$ cat src/rtl/wb_commit_unit_if.sv
// MEM/WB commit bundle: pipeline-register outputs in, GPR port and architectural state out.
interface wb_commit_unit_if;
  localparam int unsigned XLEN = 32;
  localparam int unsigned NBYTE = 4;
  localparam int unsigned RADDR_W = 5;

  logic [XLEN-1:0]    wb_pc;
  logic [2:0]         wb_ldop;
  logic               wb_sel_mul;
  logic [XLEN-1:0]    wb_alures;
  logic [XLEN-1:0]    wb_mulres;
  logic [XLEN-1:0]    wb_m_vaddr;
  logic [XLEN-1:0]    wb_m_rdata;
  logic [NBYTE-1:0]   wb_wreg;
  logic [RADDR_W-1:0] wb_wraddr;
  logic               wb_hilo_wen;
  logic [2*XLEN-1:0]  wb_hilo;
  logic               wb_llb_wen;
  logic               wb_llbit;
  logic               llb_clr;

  logic [NBYTE-1:0]   rf_wen;
  logic [RADDR_W-1:0] rf_waddr;
  logic [XLEN-1:0]    rf_wdata;
  logic [XLEN-1:0]    hi;
  logic [XLEN-1:0]    lo;
  logic               llbit;
  logic [XLEN-1:0]    retire_cnt;
  logic [XLEN-1:0]    dbg_pc;
  logic [NBYTE-1:0]   dbg_wen;
  logic [RADDR_W-1:0] dbg_waddr;
  logic [XLEN-1:0]    dbg_wdata;

  modport master (
    output wb_pc, wb_ldop, wb_sel_mul, wb_alures, wb_mulres, wb_m_vaddr, wb_m_rdata,
           wb_wreg, wb_wraddr, wb_hilo_wen, wb_hilo, wb_llb_wen, wb_llbit, llb_clr,
    input  rf_wen, rf_waddr, rf_wdata, hi, lo, llbit, retire_cnt,
           dbg_pc, dbg_wen, dbg_waddr, dbg_wdata
  );

  modport slave (
    input  wb_pc, wb_ldop, wb_sel_mul, wb_alures, wb_mulres, wb_m_vaddr, wb_m_rdata,
           wb_wreg, wb_wraddr, wb_hilo_wen, wb_hilo, wb_llb_wen, wb_llbit, llb_clr,
    output rf_wen, rf_waddr, rf_wdata, hi, lo, llbit, retire_cnt,
           dbg_pc, dbg_wen, dbg_waddr, dbg_wdata
  );
endinterface

$ cat src/rtl/wb_commit_unit.sv
// Write-back commit: load data formatting, GPR write port, HI/LO, LLbit,
// retired-instruction counter and a one-cycle-delayed commit trace.
module wb_commit_unit #(
  parameter logic [31:0] RESET_PC = 32'h0000_0000
) (
  input logic             clk,
  input logic             rst,
  wb_commit_unit_if.slave bus
);
  localparam int unsigned XLEN = 32;
  localparam int unsigned NBYTE = 4;
  localparam int unsigned RADDR_W = 5;

  localparam logic [2:0] LD_NONE = 3'd0;
  localparam logic [2:0] LD_LB   = 3'd1;
  localparam logic [2:0] LD_LBU  = 3'd2;
  localparam logic [2:0] LD_LH   = 3'd3;
  localparam logic [2:0] LD_LHU  = 3'd4;
  localparam logic [2:0] LD_LW   = 3'd5;
  localparam logic [2:0] LD_LWL  = 3'd6;
  localparam logic [2:0] LD_LWR  = 3'd7;

  logic [XLEN-1:0]    base;
  logic [XLEN-1:0]    mem;
  logic [1:0]         off;
  logic [7:0]         byte_sel;
  logic [15:0]        half_sel;
  logic [XLEN-1:0]    wdata;
  logic [NBYTE-1:0]   mask;
  logic [NBYTE-1:0]   wen;

  logic [XLEN-1:0]    hi_q;
  logic [XLEN-1:0]    lo_q;
  logic               llbit_q;
  logic [XLEN-1:0]    retire_q;
  logic [XLEN-1:0]    dbg_pc_q;
  logic [NBYTE-1:0]   dbg_wen_q;
  logic [RADDR_W-1:0] dbg_waddr_q;
  logic [XLEN-1:0]    dbg_wdata_q;

  // Only the byte offset of the load address matters here.
  logic unused_vaddr;
  assign unused_vaddr = ^bus.wb_m_vaddr[XLEN-1:2];

  assign base = bus.wb_sel_mul ? bus.wb_mulres : bus.wb_alures;
  assign mem  = bus.wb_m_rdata;
  assign off  = bus.wb_m_vaddr[1:0];

  // Byte and halfword lane selection from the aligned little-endian word.
  always_comb begin
    byte_sel = mem[7:0];
    case (off)
      2'd0:    byte_sel = mem[7:0];
      2'd1:    byte_sel = mem[15:8];
      2'd2:    byte_sel = mem[23:16];
      default: byte_sel = mem[31:24];
    endcase
    half_sel = off[1] ? mem[31:16] : mem[15:0];
  end

  // Load formatting and byte mask; LWL/LWR merge memory bytes into old rt (base).
  always_comb begin
    wdata = base;
    mask  = 4'b1111;
    case (bus.wb_ldop)
      LD_NONE: wdata = base;
      LD_LB:   wdata = {{24{byte_sel[7]}}, byte_sel};
      LD_LBU:  wdata = {24'h0, byte_sel};
      LD_LH:   wdata = {{16{half_sel[15]}}, half_sel};
      LD_LHU:  wdata = {16'h0, half_sel};
      LD_LW:   wdata = mem;
      LD_LWL: begin
        case (off)
          2'd0: begin wdata = {mem[7:0],  base[23:0]}; mask = 4'b1000; end
          2'd1: begin wdata = {mem[15:0], base[15:0]}; mask = 4'b1100; end
          2'd2: begin wdata = {mem[23:0], base[7:0]};  mask = 4'b1110; end
          default: begin wdata = mem;                  mask = 4'b1111; end
        endcase
      end
      default: begin
        case (off)
          2'd0: begin wdata = mem;                       mask = 4'b1111; end
          2'd1: begin wdata = {base[31:24], mem[31:8]};  mask = 4'b0111; end
          2'd2: begin wdata = {base[31:16], mem[31:16]}; mask = 4'b0011; end
          default: begin wdata = {base[31:8], mem[31:24]}; mask = 4'b0001; end
        endcase
      end
    endcase
  end

  // $zero is never written.
  assign wen = (bus.wb_wraddr == RADDR_W'(0)) ? NBYTE'(0) : (bus.wb_wreg & mask);

  assign bus.rf_wen   = wen;
  assign bus.rf_waddr = bus.wb_wraddr;
  assign bus.rf_wdata = wdata;

  // Architectural HI/LO; no bypass, new value visible the cycle after commit.
  always_ff @(posedge clk or posedge rst) begin
    if (rst) begin
      hi_q <= '0;
      lo_q <= '0;
    end else if (bus.wb_hilo_wen) begin
      hi_q <= bus.wb_hilo[2*XLEN-1:XLEN];
      lo_q <= bus.wb_hilo[XLEN-1:0];
    end
  end

  // LLbit; a clear (ERET/exception) overrides a same-cycle write.
  always_ff @(posedge clk or posedge rst) begin
    if (rst) begin
      llbit_q <= 1'b0;
    end else if (bus.llb_clr) begin
      llbit_q <= 1'b0;
    end else if (bus.wb_llb_wen) begin
      llbit_q <= bus.wb_llbit;
    end
  end

  // Retired-instruction counter; bubbles carry RESET_PC and do not count.
  always_ff @(posedge clk or posedge rst) begin
    if (rst) begin
      retire_q <= '0;
    end else if (bus.wb_pc != RESET_PC) begin
      retire_q <= retire_q + XLEN'(1);
    end
  end

  // Commit trace, latched every cycle including bubbles.
  always_ff @(posedge clk or posedge rst) begin
    if (rst) begin
      dbg_pc_q    <= '0;
      dbg_wen_q   <= '0;
      dbg_waddr_q <= '0;
      dbg_wdata_q <= '0;
    end else begin
      dbg_pc_q    <= bus.wb_pc;
      dbg_wen_q   <= wen;
      dbg_waddr_q <= bus.wb_wraddr;
      dbg_wdata_q <= wdata;
    end
  end

  assign bus.hi         = hi_q;
  assign bus.lo         = lo_q;
  assign bus.llbit      = llbit_q;
  assign bus.retire_cnt = retire_q;
  assign bus.dbg_pc     = dbg_pc_q;
  assign bus.dbg_wen    = dbg_wen_q;
  assign bus.dbg_waddr  = dbg_waddr_q;
  assign bus.dbg_wdata  = dbg_wdata_q;
endmodule

$ cat src/flat_wrapper.sv
// flat-port wrapper written by rule: the top's interface ports become plain ports
module wb_commit_unit_flat 
#(
  parameter logic [31:0] RESET_PC = 32'h0000_0000
)
  (clk, rst, bus_wb_pc, bus_wb_ldop, bus_wb_sel_mul, bus_wb_alures, bus_wb_mulres, bus_wb_m_vaddr, bus_wb_m_rdata, bus_wb_wreg, bus_wb_wraddr, bus_wb_hilo_wen, bus_wb_hilo, bus_wb_llb_wen, bus_wb_llbit, bus_llb_clr, bus_rf_wen, bus_rf_waddr, bus_rf_wdata, bus_hi, bus_lo, bus_llbit, bus_retire_cnt, bus_dbg_pc, bus_dbg_wen, bus_dbg_waddr, bus_dbg_wdata);
  wb_commit_unit_if bus_i ();
  input logic clk;
  input logic rst;
  input wire logic [$bits(bus_i.wb_pc)-1:0] bus_wb_pc;
  input wire logic [$bits(bus_i.wb_ldop)-1:0] bus_wb_ldop;
  input wire logic [$bits(bus_i.wb_sel_mul)-1:0] bus_wb_sel_mul;
  input wire logic [$bits(bus_i.wb_alures)-1:0] bus_wb_alures;
  input wire logic [$bits(bus_i.wb_mulres)-1:0] bus_wb_mulres;
  input wire logic [$bits(bus_i.wb_m_vaddr)-1:0] bus_wb_m_vaddr;
  input wire logic [$bits(bus_i.wb_m_rdata)-1:0] bus_wb_m_rdata;
  input wire logic [$bits(bus_i.wb_wreg)-1:0] bus_wb_wreg;
  input wire logic [$bits(bus_i.wb_wraddr)-1:0] bus_wb_wraddr;
  input wire logic [$bits(bus_i.wb_hilo_wen)-1:0] bus_wb_hilo_wen;
  input wire logic [$bits(bus_i.wb_hilo)-1:0] bus_wb_hilo;
  input wire logic [$bits(bus_i.wb_llb_wen)-1:0] bus_wb_llb_wen;
  input wire logic [$bits(bus_i.wb_llbit)-1:0] bus_wb_llbit;
  input wire logic [$bits(bus_i.llb_clr)-1:0] bus_llb_clr;
  output wire logic [$bits(bus_i.rf_wen)-1:0] bus_rf_wen;
  output wire logic [$bits(bus_i.rf_waddr)-1:0] bus_rf_waddr;
  output wire logic [$bits(bus_i.rf_wdata)-1:0] bus_rf_wdata;
  output wire logic [$bits(bus_i.hi)-1:0] bus_hi;
  output wire logic [$bits(bus_i.lo)-1:0] bus_lo;
  output wire logic [$bits(bus_i.llbit)-1:0] bus_llbit;
  output wire logic [$bits(bus_i.retire_cnt)-1:0] bus_retire_cnt;
  output wire logic [$bits(bus_i.dbg_pc)-1:0] bus_dbg_pc;
  output wire logic [$bits(bus_i.dbg_wen)-1:0] bus_dbg_wen;
  output wire logic [$bits(bus_i.dbg_waddr)-1:0] bus_dbg_waddr;
  output wire logic [$bits(bus_i.dbg_wdata)-1:0] bus_dbg_wdata;
  assign bus_i.wb_pc = bus_wb_pc;
  assign bus_i.wb_ldop = bus_wb_ldop;
  assign bus_i.wb_sel_mul = bus_wb_sel_mul;
  assign bus_i.wb_alures = bus_wb_alures;
  assign bus_i.wb_mulres = bus_wb_mulres;
  assign bus_i.wb_m_vaddr = bus_wb_m_vaddr;
  assign bus_i.wb_m_rdata = bus_wb_m_rdata;
  assign bus_i.wb_wreg = bus_wb_wreg;
  assign bus_i.wb_wraddr = bus_wb_wraddr;
  assign bus_i.wb_hilo_wen = bus_wb_hilo_wen;
  assign bus_i.wb_hilo = bus_wb_hilo;
  assign bus_i.wb_llb_wen = bus_wb_llb_wen;
  assign bus_i.wb_llbit = bus_wb_llbit;
  assign bus_i.llb_clr = bus_llb_clr;
  assign bus_rf_wen = bus_i.rf_wen;
  assign bus_rf_waddr = bus_i.rf_waddr;
  assign bus_rf_wdata = bus_i.rf_wdata;
  assign bus_hi = bus_i.hi;
  assign bus_lo = bus_i.lo;
  assign bus_llbit = bus_i.llbit;
  assign bus_retire_cnt = bus_i.retire_cnt;
  assign bus_dbg_pc = bus_i.dbg_pc;
  assign bus_dbg_wen = bus_i.dbg_wen;
  assign bus_dbg_waddr = bus_i.dbg_waddr;
  assign bus_dbg_wdata = bus_i.dbg_wdata;
  wb_commit_unit #(.RESET_PC(RESET_PC)) u_core (.clk(clk), .rst(rst), .bus(bus_i));
endmodule
$ cat config.mk
export PLATFORM = sky130hd
export DESIGN_NAME = wb_commit_unit_flat
export DESIGN_NICKNAME = d
export VERILOG_FILES = /design/src/rtl/wb_commit_unit_if.sv /design/src/rtl/wb_commit_unit.sv /design/src/flat_wrapper.sv
export SDC_FILE = /design/constraint.sdc
export NUM_CORES = 1
export LEC_CHECK = 0
export ABC_AREA = 1
export ABC_CLOCK_PERIOD_IN_PS = 12900
export CORE_AREA = 8 8 172 174
export DETAILED_ROUTE_END_ITERATION = 7
export DIE_AREA = 0 0 180 182
export PLACE_DENSITY = 0.7
export SLEW_MARGIN = 20
export SYNTH_ARGS = -nofsm -noshare
export SYNTH_HDL_FRONTEND = slang
export SYNTH_SLANG_ARGS = --single-unit
$ cat constraint.sdc
create_clock -name clk -period 12.9 [get_ports clk]
set_clock_uncertainty 0.1 [all_clocks]
set_input_delay 2.58 -clock clk [delete_from_list [all_inputs] [get_ports clk]]
set_output_delay 2.58 -clock clk [all_outputs]
set_load 0.02 [all_outputs]
==> impl_results.md <==
* Status: finished clean
* Number of global-route vias before repair at between 9k and 10k
* Combinational power share at a little over a quarter
* Reg-to-reg endpoint: u_core.bus.retire_cnt[18]$_DFFE_PP0P_
* Setup CP Type: in -> out
* Fraction of layout cells with a size suffix above 1 at roughly 7.3%
* Nets at between 1.5k and 2k
* P_int at 0.00103 W
* EDFF count, synth at 0
* DR vias/cell at between 5 and 6
* Setup repair bufs after CTS at 0
* Hold Path Class: reg -> reg
* Post_cts resized at 0
* Post-layout util at 53.5%
* Antenna violations before repair at 4
* Worst Setup Start Kind: input pin
* Post-synth ARST share at 100%
* Crit-path slowest cell: inv_1
* Ports at about 450
* First-pass GRT wire length at ~60 mm
* Sequential area share after synthesis at 46.3%
* GRT Total Usage at approximately 23%
* Hold bufs inserted after CTS at 0
* Max-cap violations at 0
* DIE WIDTH at 180 um
* Worst EP arrival at around 6.7 ns
* PD cells at 107 nW/um^2
* CTS HTree Levels at 4
* Worst Setup Slack, final at around 3.6 ns
* Detail Placement HPWL at between 30 and 40 mm
* GP Congestion at ~0.95
* CTS tree: yes
* CP top delay family: buffers and inverters
* Area growth syn-to-layout at 55.2%
* Row cnt at 60
* Primary FF master, synth: dfrtp_1
* Clk_lat worst skew at ~0.43 ns
* Reg2reg path depth at 10
* Antenna Nets Post-Route at 0
* Router iterations before antenna repair at 5
* Slew @ Worst Pin at 1.06 ns
* Reg clk slew, reported paths at 0.07 ns
* Mapped Area at 9190 um^2
* Largest net degree at the start of global routing at 95
* R2R Setup Slk at ~11 ns
* Sink Count at 170
* Crit share post-route at between 70% and 80%
* Setup crit end: bus_rf_wdata[11]
* Switch share at ~32%
* Setup TNS at 0 ns
* PortBufs at about 420
* WP buf/inv at 4
* Mapped Avg Cell Area at 7.67 um^2
* YS warnings at 0
* Peak VDD IR at 0.0695 mV
* Tmin final at 9.33 ns
* Count of cell types in the netlist at 34
* CP peak stage delay at ~0.83 ns
* Num CTS Buffers at 17
* Slew HR at slightly below 30%
* Final number of hold-violating endpoints at 0
* Remaining DRCs at 0
* Flops & latches, synth at 170
* Syn Nets at 1,443
* Max Freq at 0.107 GHz
* Post-place setup slack at about 3.7 ns
* Setup-failing EPs final at 0
* Leakage at approximately 6.3 nW
* CP Data Required Time at 10.22 ns
* Via count at ~9.9k
* Crit-path cells: clkdlybuf4s50_1, buf_4, nand2_1, inv_1, nand2_1, nand3_1, nand4_1, clkdlybuf4s50_1
* Starting Density at 34.5%
* Crit path max fanout at 52
* Critical path launch point: bus_wb_m_vaddr[1]
* Total Routed Length at slightly below 40 mm
* Cells after synthesis at ~1.2k
* Max-slew violations at 0
* Total Power at about 0.0015 W
* Core area at around 27,000 um^2
* Clk buf depth at 2
* CP Depth at 8
* DR WL/cell at 20.0 um
* DRT iter0 DRCs at between 800 and 900
* RSZ-0062 raised after global routing: no
* Root Buffer: clkbuf_16
* Worst setup EP type: primary output
* Sw power at ~0.00049 W
* Flop pwr share at 38.7%
* Clk network pwr share at between 30% and 40%
* Die area at between 30,000 and 40,000 um^2
* Layout fillers at 2,508
* Reg-to-Reg Start: u_core.bus.retire_cnt[1]$_DFFE_PP0P_
* Die height at about 180 um
* Total global routing overflow at 0
-- stage by stage --
step | instances | instance area (um^2) | hold slack [ns]
2_1_floorplan | 1199 | 9190 | 0.522
3_3_place_gp | 1920 | 13700 | 0.388
3_5_place_dp | 1920 | 13700 | 0.394
4_1_cts | 1952 | 14200 | 0.410
5_1_grt | 1955 | 14300 | 0.418
6_report | 1955 | 14300 | 0.406
-- power by group through the flow --
stage          Combinational, W  Clock [W]  Sequential (W)
6_report               0.000412   0.000520        0.000589
4_1_cts                0.000414   0.000533        0.000589
3_5_place_dp           0.000413          0        0.000600
3_3_place_gp           0.000410          0        0.000598
5_1_grt                0.000437   0.000553        0.000593
2_1_floorplan          0.000127          0        0.000651
-- cell usage in the layout (no fill, tap or decap), drive strengths merged --
cell type | synthesis | routed
o2111ai | 1 | 1
mux2 | 64 | 64
buf | 35 | 10
ha | 1 | 1
clkinv | 1 | 7
or2 | 8 | 8
clkdlybuf4s50 | 0 | 422
o22ai | 9 | 9
nor2 | 160 | 160
clkbuf | 16 | 18
a22oi | 1 | 1
a31oi | 1 | 1
and2 | 7 | 7
nor3b | 2 | 2
mux2i | 1 | 1
nand3 | 75 | 75
a21oi | 39 | 39
o221ai | 7 | 7
o21ai | 60 | 60
clkinvlp | 0 | 1
diode | 0 | 2
a211oi | 1 | 1
nor3 | 3 | 3
inv | 84 | 91
xor2 | 9 | 9
nand2 | 406 | 406
dfrtp | 170 | 170
o211ai | 23 | 23
o21bai | 1 | 1
nand4 | 14 | 14
-- layer usage --
layer	up-vias	wire length, um	track usage (%)
met5	-	13	0
li1	4689	-	-
met1	4662	15000	26.7
met3	72	3070	6.03
met2	502	19800	40.9
met4	2	1160	8.00
-- registers in the layout (all words and copies together) (netlist names) --
name                   cells
u_core.bus.dbg_pc         32
u_core.bus.dbg_wdata      32
u_core.bus.hi             32
u_core.bus.lo             32
u_core.bus.retire_cnt     32
u_core.bus.dbg_waddr       5
u_core.bus.dbg_wen         4
u_core.bus.llbit           1
-- Yosys cell counts, drive strengths merged, types with 3 or more instances --
cell type	count	area share, %
a21oi	39	2.1
and2	7	0.48
buf	35	2.1
clkbuf	16	0.65
dfrtp	170	46
inv	84	3.4
mux2	64	7.8
nand2	406	17
nand3	75	4.1
nand4	14	0.95
nor2	160	6.5
nor3	3	0.16
o211ai	23	1.9
o21ai	60	3.3
o221ai	7	0.67
o22ai	9	0.61
or2	8	0.54
xor2	9	0.86
-- how the worst min path moves through the flow --
| stage | startpoint | to | slack (ns) | cells past startpoint |
|---|---|---|---|---|
| final | u_core.bus.hi[13]$_DFFE_PP0P_ | u_core.bus.hi[13]$_DFFE_PP0P_ | 0.41 | 1 |
| after global placement | u_core.bus.lo[25]$_DFFE_PP0P_ | u_core.bus.lo[25]$_DFFE_PP0P_ | 0.39 | 1 |
| after global routing | u_core.bus.lo[11]$_DFFE_PP0P_ | u_core.bus.lo[11]$_DFFE_PP0P_ | 0.42 | 1 |
| after detailed placement | u_core.bus.lo[14]$_DFFE_PP0P_ | u_core.bus.lo[14]$_DFFE_PP0P_ | 0.39 | 1 |
| after floorplan | u_core.bus.retire_cnt[31]$_DFFE_PP0P_ | u_core.bus.retire_cnt[31]$_DFFE_PP0P_ | 0.52 | 2 |
| after CTS | u_core.bus.lo[14]$_DFFE_PP0P_ | u_core.bus.lo[14]$_DFFE_PP0P_ | 0.41 | 1 |
-- logic make-up after synthesis --
family	synth area share, %
simple gates	29.6
compound gates	8.96
buf+inv	6.21
mux	7.95
flops	46.3
fa+ha+maj	0.136
xor+xnor	0.858
-- layout make-up --
| type | count | area (um^2) | area share [%] |
|---|---|---|---|
| multi-input cells | 893 | 4370 | 30.6 |
| diodes | 2 | 5.00 | 0.0351 |
| clock inverters | 14 | 151 | 1.06 |
| clock buffers | 18 | 429 | 3.01 |
| flip-flops and latches | 170 | 4250 | 29.8 |
| well taps | 341 | 427 | 2.99 |
| inverters | 85 | 324 | 2.27 |
| repair buffers | 432 | 4310 | 30.2 |
(Power assumes the default switching activity.)
